## src/rtl/pause_dim_ctl.sv

```systemverilog
// pause_dim_ctl
//   Merges the user pause toggle with external pause requests into one
//   registered pause for the game core. After the user pause has been held
//   for DIM_TIMEOUT cycles, the RGB stream is faded in frame-synchronous
//   steps (one right-shift per FADE_FRAMES vblank rising edges) up to
//   DIM_MAX. Unpausing restores full brightness immediately.
// Ports:
//   clk_sys, reset_n (async, active-low)
//   user_pause  : button level, toggles on rising edge
//   toggle_clr  : synchronous clear of the user toggle (wins over an edge)
//   pause_req   : external level-sensitive pause requests
//   rgb_in, hblank_in, vblank_in   : video in, packed {r,g,b}
//   rgb_out, hblank_out, vblank_out: video out, 1 cycle latency, dimmed
//   pause       : registered user_toggle | (|pause_req)
//   user_paused : current user toggle
//   dim_level   : current shift applied to every channel
module pause_dim_ctl #(
  parameter int unsigned N_SRC       = 2,
  parameter int unsigned R_W         = 3,
  parameter int unsigned G_W         = 3,
  parameter int unsigned B_W         = 2,
  parameter int unsigned DIM_TIMEOUT = 480000000,
  parameter int unsigned DIM_MAX     = 1,
  parameter int unsigned FADE_FRAMES = 8
) (
  input  logic                     clk_sys,
  input  logic                     reset_n,
  input  logic                     user_pause,
  input  logic                     toggle_clr,
  input  logic [N_SRC-1:0]         pause_req,
  input  logic [R_W+G_W+B_W-1:0]   rgb_in,
  input  logic                     hblank_in,
  input  logic                     vblank_in,
  output logic [R_W+G_W+B_W-1:0]   rgb_out,
  output logic                     hblank_out,
  output logic                     vblank_out,
  output logic                     pause,
  output logic                     user_paused,
  output logic [2:0]               dim_level
);

  localparam int unsigned W = R_W + G_W + B_W;

  typedef enum logic [1:0] {
    S_RUN,
    S_WAIT,
    S_FADE,
    S_DIMMED
  } state_t;

  state_t      state_q, state_d;
  logic        old_btn_q;
  logic        user_toggle_q, user_toggle_d;
  logic        vblank_d_q;
  logic        pause_q, pause_d;
  logic [31:0] timer_q, timer_d;
  logic [31:0] frame_cnt_q, frame_cnt_d;
  logic [2:0]  dim_level_q, dim_level_d;
  logic [W-1:0] rgb_q, rgb_d;
  logic        hblank_q, vblank_q;

  logic        btn_rise;
  logic        vb_rise;
  logic [R_W-1:0] r_dim;
  logic [G_W-1:0] g_dim;
  logic [B_W-1:0] b_dim;

  assign btn_rise = user_pause & ~old_btn_q;
  assign vb_rise  = vblank_in & ~vblank_d_q;

  // Toggle, merged pause and timeout timer
  always_comb begin
    user_toggle_d = user_toggle_q;
    if (toggle_clr)
      user_toggle_d = 1'b0;
    else if (btn_rise)
      user_toggle_d = ~user_toggle_q;

    pause_d = user_toggle_q | (|pause_req);

    timer_d = timer_q;
    if (!user_toggle_q)
      timer_d = '0;
    else if (timer_q < DIM_TIMEOUT)
      timer_d = timer_q + 32'd1;
  end

  // Fade FSM
  always_comb begin
    state_d     = state_q;
    dim_level_d = dim_level_q;
    frame_cnt_d = frame_cnt_q;
    case (state_q)
      S_RUN: begin
        dim_level_d = '0;
        if (user_toggle_q)
          state_d = S_WAIT;
      end
      S_WAIT: begin
        if (!user_toggle_q) begin
          state_d = S_RUN;
        end else if (timer_q == DIM_TIMEOUT) begin
          state_d     = S_FADE;
          frame_cnt_d = '0;
        end
      end
      S_FADE: begin
        if (!user_toggle_q) begin
          state_d     = S_RUN;
          dim_level_d = '0;
        end else if (vb_rise) begin
          if (frame_cnt_q + 32'd1 == FADE_FRAMES) begin
            frame_cnt_d = '0;
            dim_level_d = dim_level_q + 3'd1;
            if (dim_level_q + 3'd1 == 3'(DIM_MAX))
              state_d = S_DIMMED;
          end else begin
            frame_cnt_d = frame_cnt_q + 32'd1;
          end
        end
      end
      S_DIMMED: begin
        if (!user_toggle_q) begin
          state_d     = S_RUN;
          dim_level_d = '0;
        end else begin
          dim_level_d = 3'(DIM_MAX);
        end
      end
      default: begin
        state_d     = S_RUN;
        dim_level_d = '0;
      end
    endcase
  end

  // Per-channel shift; each channel is sliced out first so bits never
  // cross packing boundaries, and shifts beyond a channel width give 0.
  always_comb begin
    r_dim = rgb_in[W-1 -: R_W] >> dim_level_q;
    g_dim = rgb_in[G_W+B_W-1 -: G_W] >> dim_level_q;
    b_dim = rgb_in[B_W-1:0] >> dim_level_q;
    rgb_d = {r_dim, g_dim, b_dim};
  end

  always_ff @(posedge clk_sys or negedge reset_n) begin
    if (!reset_n) begin
      state_q       <= S_RUN;
      old_btn_q     <= 1'b0;
      user_toggle_q <= 1'b0;
      vblank_d_q    <= 1'b0;
      pause_q       <= 1'b0;
      timer_q       <= '0;
      frame_cnt_q   <= '0;
      dim_level_q   <= '0;
      rgb_q         <= '0;
      hblank_q      <= 1'b0;
      vblank_q      <= 1'b0;
    end else begin
      state_q       <= state_d;
      old_btn_q     <= user_pause;
      user_toggle_q <= user_toggle_d;
      vblank_d_q    <= vblank_in;
      pause_q       <= pause_d;
      timer_q       <= timer_d;
      frame_cnt_q   <= frame_cnt_d;
      dim_level_q   <= dim_level_d;
      rgb_q         <= rgb_d;
      hblank_q      <= hblank_in;
      vblank_q      <= vblank_in;
    end
  end

  assign rgb_out     = rgb_q;
  assign hblank_out  = hblank_q;
  assign vblank_out  = vblank_q;
  assign pause       = pause_q;
  assign user_paused = user_toggle_q;
  assign dim_level   = dim_level_q;

endmodule
```

## config.mk

```make
export PLATFORM = sky130hd
export DESIGN_NAME = pause_dim_ctl
export DESIGN_NICKNAME = d
export VERILOG_FILES = /design/src/rtl/pause_dim_ctl.sv
export SDC_FILE = /design/constraint.sdc
export NUM_CORES = 1
export LEC_CHECK = 0
export ABC_CLOCK_PERIOD_IN_PS = 3500
export BUFFER_PORTS_ARGS = -buffer_cell sky130_fd_sc_hd__buf_2
export CELL_PAD_IN_SITES_DETAIL_PLACEMENT = 1
export CELL_PAD_IN_SITES_GLOBAL_PLACEMENT = 1
export CORE_MARGIN = 2
export CORE_UTILIZATION = 35
export CTS_CLUSTER_SIZE = 24
export DETAILED_ROUTE_END_ITERATION = 10
export GPL_TIMING_DRIVEN = 0
export PLACE_DENSITY_LB_ADDON = 0.3
export SLEW_MARGIN = 40
export SYNTH_ARGS = -nofsm -noshare
export SYNTH_HDL_FRONTEND = slang
export SYNTH_SLANG_ARGS = --single-unit
export TNS_END_PERCENT = 1
```

## constraint.sdc

```tcl
create_clock -name clk_sys -period 3.5 [get_ports clk_sys]
set_input_delay 0.35 -clock clk_sys [delete_from_list [all_inputs] [get_ports clk_sys]]
set_output_delay 0.35 -clock clk_sys [all_outputs]
set_load 0.03 [all_outputs]
```

==> reports/qor.json <==
{
  "critical_path": {
    "crit_path_cell_trace": "nand4_1 > or4_4 > nor4_1 > xnor2_1 > a21boi_0 > nand4_1 > nor2_2 > o21ba_2 > mux2_1",
    "setup.worst_path.start_class": "flip-flop",
    "worstPathMaxFanout": 7,
    "crit_path_category": "flip-flop to flip-flop",
    "critical_path_arrival_ns": 3.64,
    "cp-end-kind": "flip-flop",
    "critical_path.slowest_cell": "sky130_fd_sc_hd__or4_4",
    "worst_path_largest_cell_delay_ns": 0.63,
    "crit_path_most_repeated_cell": "sky130_fd_sc_hd__nand4_1",
    "cp.required_ns": 3.73
  },
  "sta": {
    "fin_crit_sh": 0.976,
    "finalWorstPathRequiredPeriod_ns": 3.41,
    "setup_repair_after_global_routing_missed_its_margin": "true",
    "worst_pin_slew_ns": 0.712,
    "max_clock_freq_mhz": 293,
    "timing.final.hold_violations": 0,
    "setup-violations-final": 0,
    "slew_violations": 0,
    "relative_slew_margins": 0.525,
    "worst_clock_skew_ns": 0.00532
  },
  "global_route": {
    "grt_start_max_net_pins": 50,
    "global_route_wire_length_before_repair_mm": 22.2,
    "grt_pass1_vias": 4472,
    "congestion_overflow_gr": 0,
    "antenna_violations_before_repair": 0,
    "track_usage": 0.187
  },
  "logic_synthesis": {
    "synth_simple_gate_area_share": 0.318,
    "synth_compound_area_frac": 0.113,
    "synth-edff-count": 0,
    "synthAdderAreaFrac": 0.0253,
    "synth_cell_type_count": 62,
    "synth_xor_xnor_area_share": 0.0601,
    "synthCells": 557,
    "syn-cell-area_um2": 4950,
    "mappedNetlistNets": 583,
    "synth.avg_cell_area_um2": 8.89,
    "synth.mux.area_fraction": 0.0278,
    "async_flop_share": 1.00,
    "synthesis.yosys.warnings": 0,
    "ys_dominant_reg_cell": "sky130_fd_sc_hd__dfrtp_1",
    "yosys_register_bits": 82,
    "synth_top_family_by_area": "simple AND/OR/NAND/NOR gates",
    "ys_seq_area_frac": 0.414
  },
  "floorplanning": {
    "placementRows": 43,
    "die_width_um": 123,
    "chipHeight_um": 123,
    "boundaryPins": 31,
    "design.core.area_um2": 13800,
    "initial_utilization": 0.358,
    "dieArea_um2": 15100
  },
  "final_layout": {
    "finish.instance_area_um2": 5680,
    "fill_cells": 1607,
    "antenna-diode-count": 0,
    "layout-area-overhead-vs-synth_pct": 14.7,
    "finalNetCount": 626,
    "commonest_cells_after_routing_fill_and_taps_aside": "82 x sky130_fd_sc_hd__dfrtp_1, 57 x sky130_fd_sc_hd__nand2_1, 52 x sky130_fd_sc_hd__nand3_1",
    "most_frequent_standard_cell_in_the_layout_excluding_fill_and_tap_cells": "sky130_fd_sc_hd__dfrtp_1",
    "drive_above_1_share": 0.126
  },
  "clocking": {
    "clock_tree.htree_level_count": 3,
    "clock_insertion_delay_worst_skew_ns": 0.35,
    "clock_transition_at_the_registers_of_the_reported_paths_ns": 0.06,
    "root_buffer": "sky130_fd_sc_hd__clkbuf_16",
    "cts_tree": "yes",
    "clk_path_buf_depth": 2,
    "tritoncts_num_sinks": 82,
    "numCtsBuffers": 9
  },
  "detailed_routing": {
    "route.detailed.drc": 0,
    "via_per_inst": 5.46,
    "vias": 4289,
    "detailedRoute.firstIterationViolations": 107,
    "drt-total-wl_mm": 13.0,
    "wire_per_inst_um": 16.6,
    "detailedRoute.firstPassIterationCount": 5,
    "final_antenna_net_count": 0
  },
  "placed_design": {
    "post-dp-hpwl_mm": 9.39,
    "portBuffers": 30,
    "placement.cell_area_um2": 5360,
    "gp_routability_congestion": 0.827
  },
  "power": {
    "leakagePower_nw": 2.41,
    "power_density_nw_per_um2": 391,
    "max-vdd-ir-drop_uv": 200,
    "total_power_mw": 2.22
  },
  "min_path": {
    "min-delay-path-class": "input port to flip-flop"
  },
  "outcome": {
    "run_status": "finished clean"
  },
  "flow_run": {
    "cap_viol_max_count": 0
  }
}
## what timing repair did
item,in CTS,in global routing
gates resized for setup,1,5
hold buffers,1,0
buffers inserted,0,1
setup endpoints to repair,1,28
pin swaps,0,1
endpoints found under the hold margin,48,0
## worst paths after layout
| kind | slack, ns | endpoint | from | cells past startpoint |
|---|---|---|---|---|
| max in group asynchronous | 2.42 | frame_cnt_q[30] | reset_n | 3 |
| hold reg to reg | 0.48 | timer_q[29] | timer_q[29] | 1 |
| setup / recovery | 0.09 | state_q[1] | frame_cnt_q[2] | 9 |
| hold / removal | 0.11 | hblank_out | hblank_in | 1 |
| min in group asynchronous | 0.52 | hblank_out | reset_n | 2 |
| setup reg to reg | 0.09 | state_q[1] | frame_cnt_q[2] | 9 |
## final cells by class
cell class / count / area, um^2 / area share
buffer: 34 / 153 / 0.0269
clock buffer: 10 / 229 / 0.0403
clock inverter: 6 / 65.1 / 0.0114
inverter: 14 / 52.6 / 0.00925
multi-input combinational: 426 / 2710 / 0.477
sequential: 82 / 2050 / 0.361
tap: 180 / 225 / 0.0396
timing repair buffer: 33 / 194 / 0.0341
## metrics by stage
step	hold slack, ns	utilization	setup slack [ns]	TNS [ns]	std cells
after global routing	0.0898	0.411	-0.0995	-0.436	785
after global placement	0.458	0.385	0.00710	0	767
after detailed placement	0.341	0.387	-0.0389	-0.0389	768
after floorplan	0.0544	-	0.738	0	557
final	0.105	0.411	0.0856	0	785
after CTS	0.0969	0.410	0.0683	0	785
## metal layers
layer  share of wire  track usage
met3           0.024       0.0369
met1            0.48        0.247
met2            0.48        0.308
met5               0            0
met4           0.015       0.0582
## synth_stat cells (all sizes together) (2+ instances only)
cell     count  area, um^2
a211oi       2        20.0
a21boi       8        60.1
a21o         4        30.0
a21oi        6        30.0
a221o        5        50.1
a22o         3        26.3
a31oi        5        31.3
and2        29         181
and3        15        93.8
and4         6        52.6
buf          9        57.6
clkbuf      26        97.6
dfrtp       82        2050
ha          10         125
inv         14        52.6
mux2         3        37.5
mux2i       10         100
nand2       57         214
nand2b       6        37.5
nand3       52         260
nand4       19         134
nor2        36         135
nor2b        3        18.8
nor3        16        90.1
nor3b        5        37.5
nor4        12        75.1
o2111ai      2        17.5
o21a         2        15.0
o21ai       22         114
o21ba        2        20.0
o31ai        4        30.0
o41ai        2        17.5
or2          4        27.5
or3         25         161
or4          4        33.8
xnor2       26         228
xor2         8        70.1
## where the power goes
| group | switching (mW) | internal, mW |
|---|---|---|
| Sequential | 0.0215 | 0.973 |
| Combinational | 0.161 | 0.109 |
| Clock | 0.405 | 0.554 |
| Total | 0.588 | 1.64 |
## critical path, delay by kind of cell (launching register included)
| kind | cells | cell delay (ns) |
|---|---|---|
| and+or+nand+nor | 5 | 1.84 |
| muxes | 1 | 0.33 |
| AOI/OAI and AO/OA | 2 | 0.47 |
| xor gates and xnor gates | 1 | 0.18 |
| DFF | 1 | 0.46 |
## logic make-up (layout without fill, tap and decap cells)
kind of cell / after synthesis / count (layout)
buffers and inverters: 49 / 97
AND/OR/NAND/NOR: 291 / 291
multiplexers: 13 / 13
AO/OA/AOI/OAI: 78 / 78
XOR/XNOR: 34 / 34
flip-flops: 82 / 82
adder cells (fa/ha/maj): 10 / 10
## state kept, by name (all words and copies together), names as in the netlist
signal and count:
rgb_out 8, old_btn_q 1, user_paused 1, timer_q 32
hblank_out 1, dim_level 3, frame_cnt_q 32, vblank_out 1
state_q 2, pause 1
Power figures use the tool's default switching activity.
